--- config.mk ---
export PLATFORM = sky130hd
export DESIGN_NAME = spi_reg_bridge
export DESIGN_NICKNAME = d
export VERILOG_FILES = /design/src/rtl/spi_bridge_pkg.sv /design/src/rtl/spi_bridge_addr_cnt.sv /design/src/rtl/spi_reg_bridge.sv
export SDC_FILE = /design/constraint.sdc
export NUM_CORES = 1
export LEC_CHECK = 0
export CORE_UTILIZATION = 45
export DETAILED_ROUTE_END_ITERATION = 12
export GPL_ROUTABILITY_DRIVEN = 0
export GPL_TIMING_DRIVEN = 0
export HOLD_SLACK_MARGIN = 0.05
export PLACE_DENSITY = 0.83
export SYNTH_ARGS = -nofsm -noshare
export SYNTH_HDL_FRONTEND = slang
export SYNTH_SLANG_ARGS = --single-unit
--- constraint.sdc ---
create_clock -name clk -period 5.3 [get_ports clk]
set_input_delay 1.59 -clock clk [delete_from_list [all_inputs] [get_ports clk]]
set_output_delay 1.59 -clock clk [all_outputs]
set_load 0.05 [all_outputs]
--- src/rtl/spi_bridge_pkg.sv ---
// rtl/spi_bridge_pkg.sv - shared widths, command layout and FSM encoding for spi_reg_bridge
package spi_bridge_pkg;

  localparam int ADDR_W     = 7;
  localparam int DATA_W     = 8;
  localparam int CMD_RD_BIT = 7;

  typedef enum logic [2:0] {
    ST_IDLE    = 3'd0,
    ST_CMD     = 3'd1,
    ST_WR      = 3'd2,
    ST_RD_REQ  = 3'd3,
    ST_RD_WAIT = 3'd4,
    ST_RD      = 3'd5
  } bridge_state_e;

  // Bit 7 of the command byte selects a read frame.
  function automatic logic is_read_cmd(input logic [DATA_W-1:0] cmd);
    return cmd[CMD_RD_BIT];
  endfunction

endpackage

--- src/rtl/spi_bridge_addr_cnt.sv ---
// rtl/spi_bridge_addr_cnt.sv - register address counter; SPI_BRIDGE_AUTOINC_EN enables burst increment
module spi_bridge_addr_cnt
  import spi_bridge_pkg::*;
(
  input  logic              clk,
  input  logic              rst,
  input  logic              load,
  input  logic [ADDR_W-1:0] load_addr,
  input  logic              advance,
  output logic [ADDR_W-1:0] addr
);

  logic [ADDR_W-1:0] addr_d;
  logic [ADDR_W-1:0] addr_q;

`ifdef SPI_BRIDGE_AUTOINC_EN
  // Load from the command byte wins; otherwise step by one, wrapping 7'h7F -> 7'h00.
  always_comb begin
    addr_d = addr_q;
    if (load) begin
      addr_d = load_addr;
    end else if (advance) begin
      addr_d = addr_q + ADDR_W'(1);
    end
  end
`else
  // FIFO-port style: the address stays at the command address for the whole frame.
  logic unused_advance;
  assign unused_advance = advance;

  always_comb begin
    addr_d = addr_q;
    if (load) begin
      addr_d = load_addr;
    end
  end
`endif

  // Address register.
  always_ff @(posedge clk) begin
    if (rst) begin
      addr_q <= '0;
    end else begin
      addr_q <= addr_d;
    end
  end

  assign addr = addr_q;

endmodule

--- src/rtl/spi_reg_bridge.sv ---
// rtl/spi_reg_bridge.sv - SPI byte stream to register-file bridge; SPI_BRIDGE_AUTOINC_EN selects burst addressing
module spi_reg_bridge
  import spi_bridge_pkg::*;
(
  input  logic              clk,
  input  logic              rst,
  input  logic              frame_active,
  input  logic              byte_valid,
  input  logic [DATA_W-1:0] byte_data,
  output logic [ADDR_W-1:0] reg_addr,
  output logic              reg_wr_en,
  output logic [DATA_W-1:0] reg_wdata,
  output logic              reg_rd_en,
  input  logic [DATA_W-1:0] reg_rdata,
  output logic [DATA_W-1:0] tx_byte,
  output logic              tx_load,
  output logic              overrun
);

  bridge_state_e     state_d, state_q;
  logic              frame_prev_d, frame_prev_q;
  logic              wr_en_d, wr_en_q;
  logic [DATA_W-1:0] wdata_d, wdata_q;
  logic [DATA_W-1:0] tx_byte_d, tx_byte_q;
  logic              overrun_d, overrun_q;
  logic              addr_load;
  logic              addr_advance;
  logic              rd_en_c;
  logic              tx_load_c;
  logic              frame_rise;

  // frame_prev_q resets high so a frame already active during rst is not taken
  // as a new frame; the bridge waits for SSEL to drop and rise again.
  assign frame_rise = frame_active & ~frame_prev_q;

  // Next-state and strobe decode; a low frame_active aborts whatever is in flight.
  always_comb begin
    state_d      = state_q;
    frame_prev_d = frame_active;
    wr_en_d      = 1'b0;
    wdata_d      = wdata_q;
    tx_byte_d    = tx_byte_q;
    overrun_d    = overrun_q;
    addr_load    = 1'b0;
    addr_advance = wr_en_q;
    rd_en_c      = 1'b0;
    tx_load_c    = 1'b0;
    if (!frame_active) begin
      state_d = ST_IDLE;
    end else begin
      case (state_q)
        ST_IDLE: begin
          if (frame_rise) begin
            state_d   = ST_CMD;
            overrun_d = 1'b0;
          end
        end
        ST_CMD: begin
          if (byte_valid) begin
            addr_load = 1'b1;
            state_d   = is_read_cmd(byte_data) ? ST_RD_REQ : ST_WR;
          end
        end
        ST_WR: begin
          if (byte_valid) begin
            wr_en_d = 1'b1;
            wdata_d = byte_data;
          end
        end
        ST_RD_REQ: begin
          rd_en_c = 1'b1;
          state_d = ST_RD_WAIT;
          if (byte_valid) overrun_d = 1'b1;
        end
        ST_RD_WAIT: begin
          tx_load_c    = 1'b1;
          tx_byte_d    = reg_rdata;
          addr_advance = 1'b1;
          state_d      = ST_RD;
          if (byte_valid) overrun_d = 1'b1;
        end
        ST_RD: begin
          if (byte_valid) state_d = ST_RD_REQ;
        end
        default: state_d = ST_IDLE;
      endcase
    end
  end

  // State and output registers.
  always_ff @(posedge clk) begin
    if (rst) begin
      state_q      <= ST_IDLE;
      frame_prev_q <= 1'b1;
      wr_en_q      <= 1'b0;
      wdata_q      <= '0;
      tx_byte_q    <= '0;
      overrun_q    <= 1'b0;
    end else begin
      state_q      <= state_d;
      frame_prev_q <= frame_prev_d;
      wr_en_q      <= wr_en_d;
      wdata_q      <= wdata_d;
      tx_byte_q    <= tx_byte_d;
      overrun_q    <= overrun_d;
    end
  end

  spi_bridge_addr_cnt u_addr_cnt (
    .clk       (clk),
    .rst       (rst),
    .load      (addr_load),
    .load_addr (byte_data[ADDR_W-1:0]),
    .advance   (addr_advance),
    .addr      (reg_addr)
  );

  // Read strobe and MISO byte come straight from the state so the fetched data
  // reaches the transmitter in the same cycle reg_rdata is valid.
  assign reg_rd_en = rd_en_c;
  assign tx_load   = tx_load_c;
  assign tx_byte   = tx_byte_d;
  assign reg_wr_en = wr_en_q;
  assign reg_wdata = wdata_q;
  assign overrun   = overrun_q;

endmodule

==> summary.txt <==
Outcome
  • Status: finished clean

Clock network
  • Setup Buffers After CTS: 0
  • Htree depth: 2
  • Post-cts resize count: 8
  • Clock root cell: clkbuf_4
  • Num Clock Sinks: 29
  • Clock buffer depth: 2
  • Clk slew on worst S/H paths: 0.09 ns
  • CTS tree: yes
  • Clock latency on the worst-skew pair: 0.33 ns
  • CTS Hold Buffers Added: 0
  • Num CTS Buffers: 5

Setup path
  • R2r setup slk: 3.69 ns
  • WP data arrival: 3.60 ns
  • CP most frequent cell: clkdlybuf4s50_1
  • Kind of end point of the critical path: output port
  • Crit path cell chain: clkdlybuf4s50_1, nor4bb_1, buf_4, clkdlybuf4s50_1
  • CP Launch Type: primary input
  • Worst reg2reg path depth: 4
  • Worst r2r src: state_q[0]
  • CP max stage cell: clkdlybuf4s50_1
  • Max FO, Critical Path: 9
  • CP Class: in -> out
  • Slowest Stage Delay on Critical Path: 0.83 ns
  • FF-to-FF End: overrun
  • CP required: 3.71 ns

Drt
  • Residual DRC: 0
  • Metal3 WL: 181 um
  • Met2 Wirelength: 1.33 mm
  • Final ANT Viol Nets: 0
  • Routed WL: 2.71 mm
  • M1 WL: 1.16 mm
  • Vias/cell: 4.99
  • TritonRoute pass-1 iters: 4
  • Routed vias: 978
  • DR top layer: met4
  • DR WL/cell: 13.8 um
  • 1st-iter DRT viols: 11

STA
  • Clock skew: 0.00437 ns
  • Worst-margin pin slew: 0.527 ns
  • Final min period: 5.19 ns
  • Peak Freq: 193 MHz
  • Worst rel slew slack: 0.648
  • Final period util: 0.978
  • Final setup violation count: 0
  • Final Hold Fails: 0
  • RSZ-0062 raised after global routing: no
  • Max-slew violation count: 0
  • Hold WS: 0.502 ns

Floorplanning
  • Die area: 2850 um^2
  • Row count: 18
  • Top-Level Pins: 47
  • Core area: 2480 um^2
  • Chip Width: 53.4 um
  • Die Y: 53.4 um
  • Initial Utilization: 0.479

Global route
  • Vias in the first global route: 948
  • Gr usage total: 0.217
  • Initial antenna violation count: 0
  • Global-route wire length before repair: 4.18 mm
  • Gr ovfl total: 0
  • Largest net degree at the start of global routing: 11

Cells and area
  • Commonest non-fill, non-tap cells in the layout: clkdlybuf4s50_1 (38), dfxtp_1 (29), nor2_1 (19)
  • Design area: 1750 um^2
  • Layout Nets: 185
  • Commonest non-fill, non-tap cell in the layout: clkdlybuf4s50_1
  • Post-route insts no fill: 196
  • Share of layout cells above drive strength 1: 0.127
  • Syn-to-layout area delta: 47.0%
  • Diode count: 0

Synth
  • Synthesis-stage register bit count: 29
  • Mapped Area: 1190 um^2
  • Mapped Avg Cell Area: 10.6 um^2
  • Synth Instances: 112
  • Ys Warns: 0
  • Synth cell types: 23
  • Synth Net Count: 132
  • Sequential area share after synthesis: 0.489

Power and ir drop
  • Max IR drop VDD: 0.000236 V
  • Pwr per Cell Area: 233 nW/um^2
  • Leak: 0.729 nW
  • Tot Pwr: 0.406 mW

Worst hold path
  • Hold Path Class: reg -> reg
  • Critical hold path startpoint: u_addr_cnt.addr[6]
  • Hold depth: 2
  • Hold endpoint: u_addr_cnt.addr[6]

Run
  • MaxCap Viol Count: 0

Placement
  • Placed Area: 1690 um^2
  • IO Port Bufs: 46
  • Dpl cells: 188
  • Hpwl dp: 1.97 mm
-- metrics by stage --
stage                      util  setup slack [ns]  TNS, ns
final                     0.705             0.115        0
after global routing      0.705            0.0270        0
after CTS                 0.705             0.112        0
after detailed placement  0.680           -0.0875   -0.612
after global placement    0.680           -0.0420   -0.313
after floorplan               -              1.15        0
-- Yosys cell counts --
library cell  instances  area [um^2]
dfxtp_1              29          581
and3_1                1         6.26
or3b_2                1         8.76
or2_2                 1         6.26
nor2b_1              10         62.6
nand2_1               5         18.8
nor3_4                1         16.3
nor4_1                1         6.26
mux2i_1              15          150
nand3b_1              2         15.0
a21oi_1               4         20.0
clkbuf_1              4         15.0
mux2_4                8          120
inv_1                 1         3.75
nor2_1               19         71.3
nand2b_4              1         13.8
nand2b_1              2         12.5
nor4bb_1              2         20.0
buf_4                 1         7.51
o22ai_1               1         6.26
nor4b_1               1         8.76
mux2_1                1         11.3
a31oi_1               1         6.26
-- critical path, delay by kind of cell --
family / cells / cell delay, ns
buf+inv: 3 / 1.69
simple gates: 1 / 0.32
-- layout make-up --
type	instances	area [um^2]
inverter	1	3.75
buffer	5	22.5
timing repair buffer	46	450
clock inverter	1	5.00
sequential	29	581
multi-input combinational	77	581
clock buffer	7	65.1
tap	30	37.5
fill	208	732
-- power breakdown --
group	switching (mW)	internal [mW]	total [mW]	leakage [nW]
clock	0.0779	0.0768	0.155	0.0413
sequential	0.000981	0.219	0.220	0.234
combinational	0.0140	0.0176	0.0316	0.453
-- sequential cells by signal, summed over array words and instances (netlist names) --
| name | count |
|---|---|
| tx_byte_q | 8 |
| overrun | 1 |
| frame_prev_q | 1 |
| state_q | 3 |
| reg_wdata | 8 |
| u_addr_cnt.addr | 7 |
| reg_wr_en | 1 |
-- cell families (layout without fill, tap and decap cells) --
family / Yosys count / count (layout) / synth area share
and+or+nand+nor: 47 / 47 / 0.224
AOI/OAI and AO/OA: 6 / 6 / 0.0274
buffers and inverters: 6 / 60 / 0.0221
muxes: 24 / 24 / 0.237
DFF: 29 / 29 / 0.489
-- metal layers --
metal  vias to the layer above  global-route usage
li1                        488                   -
met1                       456               0.241
met2                        30               0.346
met3                         4              0.0977
met4                         0               0.105
met5                         -                   0
-- how the worst max path moves through the flow --
stage | from | end | slack (ns) | cells past startpoint
after detailed placement | frame_active | tx_byte[0] | -0.09 | 5
final | frame_active | tx_load | 0.11 | 4
after global placement | frame_active | tx_byte[6] | -0.04 | 5
after global routing | frame_active | tx_load | 0.03 | 4
after floorplan | frame_active | tx_byte[0] | 1.15 | 3
after CTS | frame_active | tx_load | 0.11 | 4
(Power assumes the default switching activity.)
